[config.mk]
export PLATFORM = sky130hd
export DESIGN_NAME = sdram_stream_reader
export DESIGN_NICKNAME = d
export VERILOG_FILES = /design/src/rtl/sdram_stream_reader.sv
export SDC_FILE = /design/constraint.sdc
export NUM_CORES = 1
export LEC_CHECK = 0
export BUFFER_PORTS_ARGS = -buffer_cell sky130_fd_sc_hd__buf_4
export CORE_MARGIN = 1
export CORE_UTILIZATION = 45
export DETAILED_ROUTE_END_ITERATION = 12
export HOLD_SLACK_MARGIN = 0.02
export PLACE_DENSITY = 0.72
export SLEW_MARGIN = 25
export SYNTH_ARGS = -nofsm -noshare
export SYNTH_HDL_FRONTEND = slang
export SYNTH_SLANG_ARGS = --single-unit
[constraint.sdc]
create_clock -name clk -period 11.65 [get_ports clk]
set_input_delay 0.5825 -clock clk [delete_from_list [all_inputs] [get_ports clk]]
set_output_delay 0.5825 -clock clk [all_outputs]
set_load 0.01 [all_outputs]
[src/rtl/sdram_stream_reader.sv]
// sdram_stream_reader: converts one "read N words from address A" request into
// a run of read commands for the SDRAM controller's command FIFO and gathers the
// matching readouts into a ready/valid stream. The controller's readout port
// cannot be stalled, so a command is only issued once a buffer slot is reserved
// for its response (outstanding + count never exceeds BUF_DEPTH).
module sdram_stream_reader #(
  parameter int BUF_DEPTH = 16,
  parameter int BUF_AW    = 4
) (
  input  logic        clk,
  input  logic        rst,
  input  logic        start,
  input  logic [24:0] startAddr,
  input  logic [15:0] length,
  output logic        busy,
  output logic        done,
  output logic        stray,
  output logic        cmdWrite,
  input  logic        cmdFull,
  output logic        cmdIsWrite,
  output logic [24:0] cmdAddress,
  output logic [1:0]  cmdWriteMask,
  output logic [15:0] cmdWriteData,
  input  logic        readValid,
  input  logic [24:0] raddr,
  input  logic [15:0] rdata,
  output logic        outValid,
  input  logic        outReady,
  output logic [15:0] outData,
  output logic        outLast
);

  localparam int DATA_W = 16;
  localparam logic [BUF_AW+1:0] DEPTH_C = (BUF_AW+2)'(BUF_DEPTH);

  typedef enum logic [1:0] {S_IDLE, S_ISSUE, S_DRAIN} state_t;

  state_t            state_q, state_d;
  logic [24:0]       issue_addr_q, issue_addr_d;
  logic [24:0]       exp_addr_q, exp_addr_d;
  logic [15:0]       len_q, len_d;
  logic [15:0]       issued_q, issued_d;
  logic [15:0]       received_q, received_d;
  logic [15:0]       popped_q, popped_d;
  logic [BUF_AW:0]   outstanding_q, outstanding_d;
  logic [BUF_AW:0]   count_q, count_d;
  logic [BUF_AW-1:0] wr_ptr_q, rd_ptr_q;
  logic              done_q, done_d;
  logic              stray_q, stray_d;

  // Each entry holds {data, last}; storage is data-path only and never reset.
  logic [DATA_W:0]   mem_q [BUF_DEPTH];
  logic [DATA_W:0]   head;

  logic              active;
  logic              issue;
  logic              accept;
  logic              pop;
  logic [BUF_AW+1:0] credits_used;

  assign active       = (state_q != S_IDLE);
  assign credits_used = {1'b0, outstanding_q} + {1'b0, count_q};
  // A command needs a free slot for its eventual response, counting both
  // in-flight reads and words already buffered.
  assign issue  = (state_q == S_ISSUE) && !cmdFull && (credits_used < DEPTH_C)
                  && (issued_q < len_q);
  // Only the next expected address is taken; anything else is a stray.
  assign accept = active && readValid && (raddr == exp_addr_q) && (received_q < len_q);
  assign pop    = (count_q != '0) && outReady;
  assign head   = mem_q[rd_ptr_q];

  // Next-state logic: counters, addresses and FSM transitions.
  always_comb begin
    state_d       = state_q;
    issue_addr_d  = issue_addr_q;
    exp_addr_d    = exp_addr_q;
    len_d         = len_q;
    issued_d      = issued_q;
    received_d    = received_q;
    popped_d      = popped_q;
    outstanding_d = outstanding_q;
    count_d       = count_q;
    done_d        = 1'b0;
    stray_d       = active && readValid && !accept;

    if (issue) begin
      issue_addr_d = issue_addr_q + 25'd1;
      issued_d     = issued_q + 16'd1;
    end
    if (accept) begin
      exp_addr_d = exp_addr_q + 25'd1;
      received_d = received_q + 16'd1;
    end
    if (pop) begin
      popped_d = popped_q + 16'd1;
    end

    case ({issue, accept})
      2'b10:   outstanding_d = outstanding_q + (BUF_AW+1)'(1);
      2'b01:   outstanding_d = outstanding_q - (BUF_AW+1)'(1);
      default: outstanding_d = outstanding_q;
    endcase

    case ({accept, pop})
      2'b10:   count_d = count_q + (BUF_AW+1)'(1);
      2'b01:   count_d = count_q - (BUF_AW+1)'(1);
      default: count_d = count_q;
    endcase

    unique case (state_q)
      S_IDLE: begin
        if (start) begin
          if (length != 16'd0) begin
            issue_addr_d = startAddr;
            exp_addr_d   = startAddr;
            len_d        = length;
            issued_d     = 16'd0;
            received_d   = 16'd0;
            popped_d     = 16'd0;
            state_d      = S_ISSUE;
          end else begin
            done_d = 1'b1;
          end
        end
      end
      S_ISSUE: begin
        if (issued_d == len_q) state_d = S_DRAIN;
      end
      S_DRAIN: begin
        // Leave on the edge of the final pop so done and !busy appear together.
        if (popped_d == len_q) begin
          state_d = S_IDLE;
          done_d  = 1'b1;
        end
      end
      default: state_d = S_IDLE;
    endcase
  end

  // Control registers with synchronous reset.
  always_ff @(posedge clk) begin
    if (rst) begin
      state_q       <= S_IDLE;
      issue_addr_q  <= '0;
      exp_addr_q    <= '0;
      len_q         <= '0;
      issued_q      <= '0;
      received_q    <= '0;
      popped_q      <= '0;
      outstanding_q <= '0;
      count_q       <= '0;
      wr_ptr_q      <= '0;
      rd_ptr_q      <= '0;
      done_q        <= 1'b0;
      stray_q       <= 1'b0;
    end else begin
      state_q       <= state_d;
      issue_addr_q  <= issue_addr_d;
      exp_addr_q    <= exp_addr_d;
      len_q         <= len_d;
      issued_q      <= issued_d;
      received_q    <= received_d;
      popped_q      <= popped_d;
      outstanding_q <= outstanding_d;
      count_q       <= count_d;
      if (accept) wr_ptr_q <= wr_ptr_q + BUF_AW'(1);
      if (pop)    rd_ptr_q <= rd_ptr_q + BUF_AW'(1);
      done_q        <= done_d;
      stray_q       <= stray_d;
    end
  end

  // Buffer write: store accepted readouts tagged with the end-of-transfer flag.
  always_ff @(posedge clk) begin
    if (accept) mem_q[wr_ptr_q] <= {rdata, (received_q == len_q - 16'd1)};
  end

  assign busy         = active;
  assign done         = done_q;
  assign stray        = stray_q;
  assign cmdWrite     = issue;
  assign cmdIsWrite   = 1'b0;
  assign cmdAddress   = issue_addr_q;
  assign cmdWriteMask = 2'b11;
  assign cmdWriteData = 16'd0;
  assign outValid     = (count_q != '0);
  // Head is gated so the stream outputs read as zero while the buffer is empty.
  assign outData      = outValid ? head[DATA_W:1] : '0;
  assign outLast      = outValid & head[0];

endmodule

Word level (Yosys, flattened, before mapping)
Memories as Yosys holds them, arrays and structs flattened. A register that Yosys moved wholly into a read port is not among the register bits.
Cells that the tools add are included.

storage, ports and cells
  RAM bits = 272
  flip-flop bits (word level) = 136
  word-level logic and storage cells = 99
  input port bits = 88
  memories = 1
  output and inout bits = 66

cells by class
  order comparisons = 3
  reductions and logical operators = 18
  add/subtract/negate cells = 13
  multiplexer cells = 36
  bitwise logic cells = 1
  equality and inequality tests = 14

memory list
  name   words  bits a word  read ports  clocked after memory_dff  wr ports  line  RTL
  mem_q  16     17           1           1                         1         52    logic [DATA_W:0] mem_q [BUF_DEPTH];

operators by type and width
  operator                 number
  $mux W16                 13
  $mux W25                 8
  $add A25 B1 Y25 const B  2
  $add A16 B1 Y16 const B  3
  $eq A16 B16 Y1           3
  $lt A16 B16 Y1           2
  $eq A25 B25 Y1           1
  $pmux W5 S2              2
  $reduce_bool A16 Y1      1
  $sub A16 B1 Y16 const B  1
  $add A5 B1 Y5 const B    2
  $sub A5 B1 Y5 const B    2
  $add A4 B1 Y4 const B    2
  $logic_and A1 B1 Y1      8
  $mux W2                  4
  $mux W4                  2
  $add A5 B5 Y6            1
  $eq A2 B1 Y1 const B     3
  $eq A2 B2 Y1 const B     3
  $lt A6 B5 Y1 const B     1
  $ne A2 B2 Y1 const B     3
  $pmux W2 S3              1
  $reduce_bool A2 Y1       3
  $mux W1                  5
  other kinds (8)          9

Logic depth before layout (Yosys ltp)
Gate-level depths: netlist of the first run.

  word-level depth = 8
  gate-level depth with buffers = 20
  mapped depth without buffers = 18

Worst setup path before layout of the first run
No wires, ideal clock.

  kind = register -> register
  start = register len_q[13]
  end = memory mem_q[0][0] (netlist name), enable pin
  arrival = 3.935 ns
  slack = 7.303 ns
  data required time = 11.238 ns
  clock period less this slack = 4.347 ns
  library setup time = 0.412 ns
  buffers on the path = 2
  stages on the path, launching flop included = 13
  path through = dfxtp_1 clkbuf_1 inv_1 ha_1 a21o_1 a21o_1 a21oi_1 nand4_2 nor2_2 and2_1 buf_1 nand2_1 nor3_1

on the way
  word-level cells in the longest chain between the ends = 4

ends and longest elaborated chain
  item                           line  RTL
  from (decl)                    41    logic [15:0] len_q, len_d;
  from (signal assigned)         160   len_q <= len_d;
  $lt A16 B16 Y1                 68    assign accept = active && readValid && (raddr == exp_addr_q) && (received_q < len_q);
  $logic_and A1 B1 Y1            68
  $mux W1                        175   if (accept) mem_q[wr_ptr_q] <= {rdata, (received_q == len_q - 16'd1)};
  $mux W1 (implied by the code)  175
  to (decl)                      52

No other way between the ends.

Final worst setup path of the first run
  start = register len_q[13]
  end = register count_q[4]

on the way
  word-level cells in the longest chain between the ends = 4
  elaborated cells between the ends (all ways) = 6
  those cells by class = 1 x order compare; 2 x eq/ne; 1 x mux; 2 x reduce/logical

ends and longest elaborated chain
  item                                               line  RTL
  $lt A16 B16 Y1 (*)                                 68
  $logic_and A1 B1 Y1 (*)                            68
  $eq A2 B1 Y1 or $eq A2 B2 Y1 (tied branches)       104   case ({accept, pop})
  $pmux W5 S2 or $reduce_bool A2 Y1 (tied branches)  -
  to (signal assigned)                               165   count_q <= count_d;
  to (decl)                                          46    logic [BUF_AW:0] count_q, count_d;

Every way passes the cells marked *; elsewhere a longest branch is shown, timed or not.
A chain may end at the register's enable or synchronous reset.

==> key figures, run 1 <==
Floorplanning
  – Core Area: approximately 43000 um2
  – FP Rows: 76
  – Initial core utilization: approximately 46%
  – Vert. Die Dim: between 200 and 250 um
  – I/O pin count: 154
  – Die X: around 210 um
  – Full die area: 44400 um2

Timing
  – Setup Skew: between 40 and 50 ps
  – Least-Margin Pin Slew: between 900 and 1000 ps
  – Max frequency: 195 MHz
  – Tcrit/Tclk final: 43.9%
  – Unrepaired setup endpoints after global routing: no
  – Final Hold Violating Endpoints: 0
  – Setup total negative slack: 0 ps
  – Setup Viol. Count Final: 0
  – Relative max-transition margin: a little over a third
  – Min Clock Period, post-route: just over 5000 ps
  – Pins over their slew limit: 0

Worst setup path
  – Crit Path Max Fanout: 18
  – CP arrival: 5620 ps
  – Critical Path RT: 12150 ps
  – Setup CP Type: register to register
  – Crit path buf inv count: 2
  – Startpoint class of the critical path: register
  – Crit-path leading delay family: simple AND/OR/NAND/NOR gates
  – Largest stage delay, worst path: approximately 570 ps
  – Worst Setup End Kind: register
  – Worst path slowest cell: and2_1
  – Critical Path, Cell by Cell: inv_1 -> ha_1 -> a21o_1 -> a21o_1 -> a21oi_1 -> nand4_2 -> nor2_2 -> and2_1 -> inv_1 -> ha_1 -> fa_1 -> a21o_1 -> a21oi_1 -> xor2_1 -> or3_1 -> a21oi_1

Global routing
  – Gr usage total: 22.1%
  – Initial antenna violation count: 0
  – Vias in the first global route: 13000
  – Grt total ovfl: 0
  – First-pass GRT wire length: about 75000 um
  – Largest net degree at the start of global routing: 74

Placement
  – Detailed Place HPWL: roughly 32000 um
  – Port Buf Inserts: 134
  – Cells after DPL: about 2200
  – Gpl congestion: 0.899

Logic synthesis
  – Post-Syn Area: around 20000 um2
  – FFs w/ async S/R, synth: 0%
  – Seq/Total Area, Yosys: approximately 56%
  – Ys flop type: edfxtp_1
  – Syn avg cell area: between 10 and 15 um2
  – Synth cell types: approximately 80
  – Post-synth EDFFs: between 200 and 300
  – Synth Register Bits: about 400
  – YS warnings: 0
  – Post-synthesis cell count: approximately 1600

Clock tree
  – CTS clk-pin slew, worst paths: approximately 60 ps
  – TritonCTS Sinks: about 410
  – Worst-Skew Late Latency: ~610 ps
  – Cts bufs inserted: 43
  – CTS Hold Bufs: 0
  – H-tree levels: 2
  – Post-CTS sizing: 0
  – CTS root buffer: clkbuf_16
  – Setup Buffers After CTS: 0
  – CTS tree: yes
  – CTS Buffer Depth: 3

Route
  – Total Wirelength: between 40000 and 50000 um
  – Drt wl/cell: about 21 um
  – Via count: ~13000
  – Final ANT Viol Nets: 0
  – Via/cell ratio: approximately 5.6
  – Starting DRT DRC Count: 1096
  – DRC: 0
  – First-pass detailed-route iteration total: 6

Final layout
  – Register area: about 11000 um2
  – ANT cells: 0
  – Layout cells sized above 1: between 20 and 25%
  – Area Growth Syn to Fin: 15.4%
  – Final net count: roughly 1800
  – Area occupied by multi-input gates: 8130 um2
  – Finished Layout Cells: 2305
  – Fillcell total: between 3000 and 4000

Run status
  – Status: finished clean

Pwr
  – Leakage: between 0.007 and 0.008 uW
  – Pwr/cell area: ~150 nW/um2
  – Max VDD drop: about 0.13 mV

Worst hold path
  – Hold crit path type: input port to register

Flow run
  – Max-capacitance violation count: 0
kinds of logic after synthesis:
family,Yosys count,share of synthesized area [%]
compound gates,225,7.22
buf+inv,141,3.37
xor+xnor,166,7.41
mux,89,9.97
flops,412,55.9
fa+ha+maj,56,3.65
other cells,2,0.0383
simple gates,476,12.4
path summary, 6_finish.rpt:
check,to,depth (start not counted),start,slack (ps)
min,len_q[11],3,length[11],260
max reg2reg,count_q[4],16,len_q[13],6530
max,count_q[4],16,len_q[13],6530
min reg2reg,outstanding_q[4],2,outstanding_q[4],510
metrics by stage:
step	setup WS (ps)	util [%]	total power [uW]	hold slack, ps	instance area (um2)
global route	6180	52.5	3420	257	22600
global placement	6790	49.2	1930	473	21200
finish	6530	52.5	3310	263	22600
floorplan	7300	-	1820	462	19700
detailed placement	6560	49.2	1930	500	21200
CTS	6540	52.5	3330	243	22600
where the power goes:
| part | total [uW] | switching, uW | internal [uW] |
|---|---|---|---|
| clock | 1400 | 592 | 811 |
| combinational | 274 | 157 | 117 |
| sequential | 1630 | 48.0 | 1580 |
| total | 3310 | 798 | 2510 |
final cells by class:
cell class | count | share of cell area [%]
flip-flops and latches | 412 | 48.5
multi-input cells | 1031 | 35.9
repair buffers | 158 | 5.24
clock buffers | 50 | 4.96
well taps | 585 | 3.23
clock inverters | 28 | 1.43
inverters | 41 | 0.691
synth_stat cells, drive strengths merged, types with 16 or more instances:
library cell	instances	area [um2]
inv	41	156
a21oi	105	526
dfxtp	140	2800
and2	17	106
xor2	82	718
clkbuf	65	265
mux4	85	1910
nand3	41	205
ha	54	676
edfxtp	272	8170
o21bai	24	184
and3	31	200
nand2	112	420
nor2	122	460
nor4	16	115
nor3	25	141
nand4	40	256
buf	35	239
xnor2	84	736
o21ai	24	120
nor2b	21	131
routing by layer:
metal / part of all wire [%] / global-route usage (%) / routed length, um
met5: 0 / 0 / 0
met1: 42 / 29.0 / 20200
met4: 2.7 / 6.72 / 1310
met3: 6.1 / 4.28 / 2950
met2: 49 / 37.1 / 23600
cells in the final DEF, fill, tap and decap left out, types with 21 or more instances in the layout:
master / n
a21oi_1: 105
and3_1: 29
buf_4: 158
clkbuf_16: 43
dfxtp_1: 137
edfxtp_1: 272
ha_1: 54
inv_1: 40
mux4_2: 85
nand2_1: 112
nand3_1: 40
nand4_1: 39
nor2_1: 108
nor2b_1: 21
o21ai_0: 22
o21bai_1: 23
xnor2_1: 84
xor2_1: 82
state kept, by name, summed over array words and instances (netlist names), 2 cells and up, named ones only:
signal and cells:
exp_addr_q 25, received_q 16, wr_ptr_q 4, state_q 2
issued_q 16, count_q 5, mem_q 272, popped_q 16
rd_ptr_q 4, len_q 16, outstanding_q 5, cmdAddress 25
worst min-delay path: stages:
cell,delay [ps]
buf_4,110
nand2_1,50
a21oi_1,50
No activity file was read; power rests on OpenSTA's default activity.
==> run 2, diff against run 1 <==
Settings changed: PLACE_DENSITY 0.72 to 0.74.
Clock period 11.65 ns to 4.3 ns, I/O delays scaled along.
==> run 2 against run 1 <==
Effect of this change: clock-buffer cell count increased by 4; hold slack worse by 230 ps; critical endpoint is now outstanding_q[4]; sequential cell count did not move; worst setup slack got worse by 6200 ps; register-to-register slack got worse by 6200 ps; sequential share of layout area shrank 1.4 points; critical path depth did not move; fmax rose by 28%; sequential power rose to 2.7 times the previous value; critical path type unchanged.
==> key figures, run 2 (synthesis results as in run 1) <==
Global routing
  – Vias in the first global route: 13400 (+3.2%)
  – Grt total ovfl: 0 (unchanged)
  – Largest net degree at the start of global routing: 72 (-2.7%)
  – Initial antenna violation count: 0 (unchanged)
  – Gr usage total: 23.2% (+1.1 points)
  – First-pass GRT wire length: 78000 um (+4.2%)

Floorplanning
  – Initial core utilization: 45.5% (unchanged)
  – Vert. Die Dim: 211 um (unchanged)
  – I/O pin count: 154 (unchanged)
  – Core Area: 43100 um2 (unchanged)
  – FP Rows: 76 (unchanged)
  – Full die area: 44400 um2 (unchanged)
  – Die X: 211 um (unchanged)

Worst setup path
  – Crit Path Max Fanout: 9 (-9)
  – Crit. Startpoint: len_q[6]
  – WP depth: 16 (unchanged)
  – Worst Setup End Kind: register
  – Critical Path RT: 4780 ps (-7370 ps)
  – Worst R2R Path Depth: 16 (unchanged)
  – Startpoint class of the critical path: register
  – Largest stage delay, worst path: 610 ps (+40 ps)
  – Worst path slowest cell: or4b_1
  – Crit path buf inv count: 4 (+2)
  – Worst reg2reg startpoint: len_q[6]
  – FF-to-FF End: outstanding_q[4]
  – Critical Path, Cell by Cell: inv_1 -> ha_1 -> a41oi_1 -> a21oi_1 -> or4b_1 -> and3_4 -> inv_4 -> ha_1 -> inv_1 -> fa_1 -> inv_1 -> a21o_1 -> a21oi_1 -> xnor2_1 -> or3_1 -> a21oi_1
  – Register-to-register setup slack: 300 ps (-6230 ps)
  – CP arrival: 4470 ps (-1150 ps)
  – Setup CP Type: register to register
  – Crit-path leading delay family: simple AND/OR/NAND/NOR gates

Final layout
  – Area Growth Syn to Fin: 18.8%
  – ANT cells: 0 (unchanged)
  – Layout cells sized above 1: 20.3% (-0.20 points)
  – Final net count: 1908 (+4.2%)
  – Biggest register: mem_q
  – Max reg flops: 272 (unchanged)
  – Commonest non-fill, non-tap cell in the layout: edfxtp_1
  – Fillcell total: 3518 (-2.6%)
  – Core Util, Final: 54.1% (+1.6 points)
  – Most frequent cells in the layout: edfxtp_1, buf_4, dfxtp_1

Route
  – DRC: 0 (unchanged)
  – Drt wl/cell: 21.3 um (+2.0%)
  – Via/cell ratio: 5.68 (+1.5%)
  – Total Wirelength: 50700 um (+5.4%)
  – Starting DRT DRC Count: 1127 (+2.8%)
  – Final ANT Viol Nets: 0 (unchanged)
  – First-pass detailed-route iteration total: 5 (-1)
  – Via count: 13500 (+4.9%)

Clock tree
  – Setup Buffers After CTS: 0 (unchanged)
  – CTS Buffer Depth: 3 (unchanged)
  – TritonCTS Sinks: 412 (unchanged)
  – CTS tree: yes
  – Worst-Skew Late Latency: 570 ps (-40 ps)
  – CTS root buffer: clkbuf_16
  – H-tree levels: 2 (unchanged)
  – Cts bufs inserted: 43 (unchanged)
  – CTS clk-pin slew, worst paths: 60 ps (about the same)

Timing
  – Least-Margin Pin Slew: 798 ps (-177 ps)
  – Relative max-transition margin: 46.3% (+11 points)
  – Setup total negative slack: 0 ps (unchanged)
  – Setup Viol. Count Final: 0 (unchanged)
  – Pins over their slew limit: 0 (unchanged)
  – Unrepaired setup endpoints after global routing: no
  – Setup Skew: 13.0 ps (-29.0 ps)
  – Tcrit/Tclk final: 92.9% (+49 points)
  – Hold WS: 32.4 ps (-231 ps)
  – Max frequency: 250 MHz (+28%)
  – Min Clock Period, post-route: 4000 ps (-1120 ps)
  – Final Hold Violating Endpoints: 0 (unchanged)

Pwr
  – Max VDD drop: 0.341 mV (+160%)
  – Overall power: 9010 uW (+170%)
  – Leakage: 0.00814 uW (+4.2%)
  – Pwr/cell area: 386 nW/um2 (+160%)

Worst hold path
  – Worst hold path endpoint: exp_addr_q[17]
  – Hold depth: 3 (unchanged)
  – Hold crit path type: input port to register
  – Hold Startpoint: startAddr[17]

Placement
  – Gpl congestion: 0.920 (+2.3%)
  – Detailed Place HPWL: 32500 um (+2.2%)
  – Port Buf Inserts: 134 (unchanged)

Flow run
  – Max-capacitance violation count: 0 (unchanged)

Run status
  – Status: finished clean
==> run 2: routing by layer <==
metal	vias up	share of wire, %	global-route usage (%)
met1	6643	40	30.2
met4	0	3.3	9.47
met5	-	0	0
met2	592	49	38.9
met3	97	7.2	3.46
li1	6185	-	-
==> run 2: final cells by class <==
type	count	area, um2	share of cell area [%]
clock buffers	54	1120	4.79
clock inverters	23	297	1.27
inverters	41	156	0.671
multi-input cells	1031	8100	34.8
flip-flops and latches	412	11000	47.1
well taps	585	732	3.14
repair buffers	235	1920	8.25
==> run 2: power breakdown <==
part	switching, uW	total, uW	internal, uW	leakage (uW)
clock network	1560	3780	2220	0.000677
registers	107	4390	4290	0.00363
logic	474	834	360	0.00384
total	2140	9010	6860	0.00814
==> run 2: how the worst max path moves through the flow <==
stage / to / slack [ps]
after floorplan: outstanding_q[4] / 170
after global placement: outstanding_q[4] / 500
after detailed placement: outstanding_q[4] / 370
after CTS: outstanding_q[4] / 340
after global routing: outstanding_q[4] / 60
final: outstanding_q[4] / 300
==> run 2: tightest hold or removal path: stages <==
cell      delay, ps
buf_4            80
o21bai_1        130
a21oi_1         130
==> run 2: stage by stage <==
step | instance area, um2 | instances | setup slack, ps
4_1_cts | 23300 | 2381 | 337
2_1_floorplan | 19700 | 1584 | 174
3_5_place_dp | 21400 | 2251 | 368
5_1_grt | 23300 | 2381 | 57.1
3_3_place_gp | 21400 | 2251 | 504
6_report | 23300 | 2381 | 304
==> run 2: what timing repair did <==
| item | CTS | global route |
|---|---|---|
| gates resized for setup | 0 | 0 |
| hold buffers | 53 | 0 |
| endpoints found under the hold margin | 308 | 0 |
==> run 3, diff against run 2 <==
Settings changed: ABC_AREA set to 1.
==> run 3 against run 2 <==
Effect of this change: sequential power is 4% higher; largest power group unchanged; sequential cell count unchanged; worst setup slack better by 300 ps; wire length is 15% higher; register-to-register slack better by 300 ps; highest routed layer unchanged; global-route usage is 1.4 points higher.
==> key figures, run 3 <==
Worst hold path
  – Hold crit path type: input port to register

Timing
  – Tcrit/Tclk final: 86.1% (-6.9 points)
  – Pins over their slew limit: 0 (unchanged)
  – Max frequency: 270 MHz (+8.0%)
  – Setup Skew: 14.1 ps (+1.12 ps)
  – Min Clock Period, post-route: 3700 ps (-295 ps)
  – Final Hold Violating Endpoints: 0 (unchanged)
  – Setup total negative slack: 0 ps (unchanged)
  – Unrepaired setup endpoints after global routing: no
  – Least-Margin Pin Slew: 859 ps (+61.8 ps)
  – Hold WS: 61.4 ps (+29.0 ps)
  – Setup Viol. Count Final: 0 (unchanged)
  – Relative max-transition margin: 42.6% (-3.7 points)

Logic synthesis
  – Synth area leader: edfxtp_1
  – YS warnings: 0 (unchanged)
  – FFs w/ async S/R, synth: 0% (unchanged)
  – Syn avg cell area: 8.85 um2 (-29%)
  – Synth cell types: 52 (-33%)
  – Top-count cell post-synth: nand2_1
  – Post-Syn Area: 20600 um2 (+5.1%)
  – Synth area leaders: edfxtp_1, dfxtp_1, nand2_1, nor2_1, o21ai_0
  – Seq/Total Area, Yosys: 53.2% (-2.7 points)
  – Synth Register Bits: 412 (unchanged)
  – Post-synthesis cell count: 2330 (+49%)
  – Top-area cell type share of the netlist area: 39.6% (-2.0 points)
  – Post-synth EDFFs: 272 (unchanged)
  – Ys flop type: edfxtp_1
  – Commonest cells in the synthesized netlist: nand2_1, nor2_1, edfxtp_1

Global routing
  – Initial antenna violation count: 0 (unchanged)
  – First-pass GRT wire length: 90500 um (+16%)
  – Vias in the first global route: 16900 (+26%)
  – Gr usage total: 24.6% (+1.4 points)
  – Largest net degree at the start of global routing: 137 (+90%)
  – Grt total ovfl: 0 (unchanged)

Clock tree
  – Worst-Skew Late Latency: 590 ps (+20 ps)
  – CTS Buffer Depth: 3 (unchanged)
  – CTS tree: yes
  – Post-CTS sizing: 0 (unchanged)
  – Cts bufs inserted: 44 (+2.3%)
  – CTS Hold Bufs: 54 (+1.9%)
  – H-tree levels: 2 (unchanged)
  – TritonCTS Sinks: 412 (unchanged)
  – Setup Buffers After CTS: 0 (unchanged)
  – CTS clk-pin slew, worst paths: 60 ps (about the same)
  – CTS root buffer: clkbuf_16

Final layout
  – Fillcell total: 4008 (+14%)
  – Commonest non-fill, non-tap cell in the layout: nand2_1
  – Biggest register: mem_q
  – Area Growth Syn to Fin: 17.8%
  – Layout cells sized above 1: 11.0% (-9.3 points)
  – Final net count: 2651 (+39%)
  – ANT cells: 0 (unchanged)
  – Max reg flops: 272 (unchanged)
  – Most frequent cells in the layout: nand2_1, nor2_1, edfxtp_1
  – Core Util, Final: 53.6% (-0.48 points)

Run status
  – Status: finished clean

Route
  – WL met1: 23400 um (+15%)
  – DRC: 0 (unchanged)
  – First-pass detailed-route iteration total: 6 (+1)
  – Drt wl/cell: 18.5 um (-13%)
  – Top Metal Used: met4
  – Met2 wire len: 28500 um (+14%)
  – Starting DRT DRC Count: 1618 (+44%)
  – Via/cell ratio: 5.55 (-2.2%)
  – Final ANT Viol Nets: 0 (unchanged)
  – Met3 wire length: 4520 um (+24%)
  – Total Wirelength: 58200 um (+15%)
  – Via count: 17400 (+29%)

Worst setup path
  – CP arrival: 4180 ps (-290 ps)
  – Critical Path RT: 4780 ps (about the same)
  – Crit Path Max Fanout: 6 (-3)
  – Startpoint class of the critical path: register
  – Setup CP Type: register to register
  – Worst Setup End Kind: register

Placement
  – Gpl congestion: 0.968 (+5.2%)
  – Port Buf Inserts: 134 (unchanged)
  – Detailed Place HPWL: 37800 um (+16%)

Pwr
  – Max VDD drop: 0.347 mV (+1.8%)
  – Overall power: 11700 uW (+30%)
  – Pwr/cell area: 483 nW/um2 (+25%)
  – Leakage: 0.00968 uW (+19%)

Floorplanning
  – FP Rows: 78 (+2.6%)
  – Full die area: 46700 um2 (+5.1%)
  – Core Area: 45300 um2 (+5.1%)
  – Vert. Die Dim: 216 um (+2.5%)
  – Die X: 216 um (+2.5%)
  – I/O pin count: 154 (unchanged)
  – Initial core utilization: 45.5% (about the same)

Flow run
  – Max-capacitance violation count: 0 (unchanged)
-- run 3: layout make-up --
| type | instances | area [um2] | share of cell area [%] |
|---|---|---|---|
| clock buffer | 51 | 1140 | 4.68 |
| clock inverter | 31 | 372 | 1.53 |
| inverter | 213 | 801 | 3.30 |
| multi-input combinational | 1613 | 8430 | 34.7 |
| sequential | 412 | 11000 | 45.2 |
| tap | 600 | 751 | 3.09 |
| timing repair buffer | 223 | 1820 | 7.50 |
-- run 3: power breakdown --
part	switching, uW	internal [uW]
Combinational	2090	1130
Clock	1660	2290
Sequential	215	4360
Total	3970	7770
-- run 3: worst max-delay path, stage by stage, from the launching register on --
cell and delay, ps:
dfxtp_1 440, inv_1 170, ha_1 310, nand2_1 40
o21ai_0 190, a31oi_1 120, o21ai_0 360, nand2_1 110
nand2_1 70, nand2_1 60, nand2_1 110, inv_1 110
ha_1 300, ha_1 350, nand2_1 90, nand2_1 50
a31oi_1 140, inv_1 80, o21ai_0 150, a21oi_1 80
o21ai_0 170, a21oi_1 60
-- run 3: cells by family after synthesis --
kind of cell / after synthesis / synth area share (%)
compound gates: 418 / 11.5
xor+xnor: 99 / 4.41
fa+ha+maj: 56 / 3.47
buf+inv: 322 / 6.33
flops: 412 / 53.2
other cells: 2 / 0.0364
simple gates: 1021 / 21.0
-- run 3: through the flow --
stage               setup slack, ps  instances  area, um2
finish                          599       3143      24300
global placement                771       3007      22200
detailed placement              653       3007      22200
floorplan                      1180       2347      20700
global route                    251       3143      24300
CTS                             634       3143      24300
-- run 3: metal layers --
metal	track usage [%]	up-vias
li1	-	8283
met1	31.3	8305
met2	42.1	732
met3	4.10	123
met4	8.94	0
met5	0	-
-- run 3: path summary, 6_finish.rpt --
check	start	to	slack, ps	depth (start not counted)
max	len_q[2]	outstanding_q[4]	600	21
min reg2reg	count_q[4]	count_q[4]	510	2
min	length[10]	len_q[10]	60	3
max reg2reg	len_q[2]	outstanding_q[4]	600	21
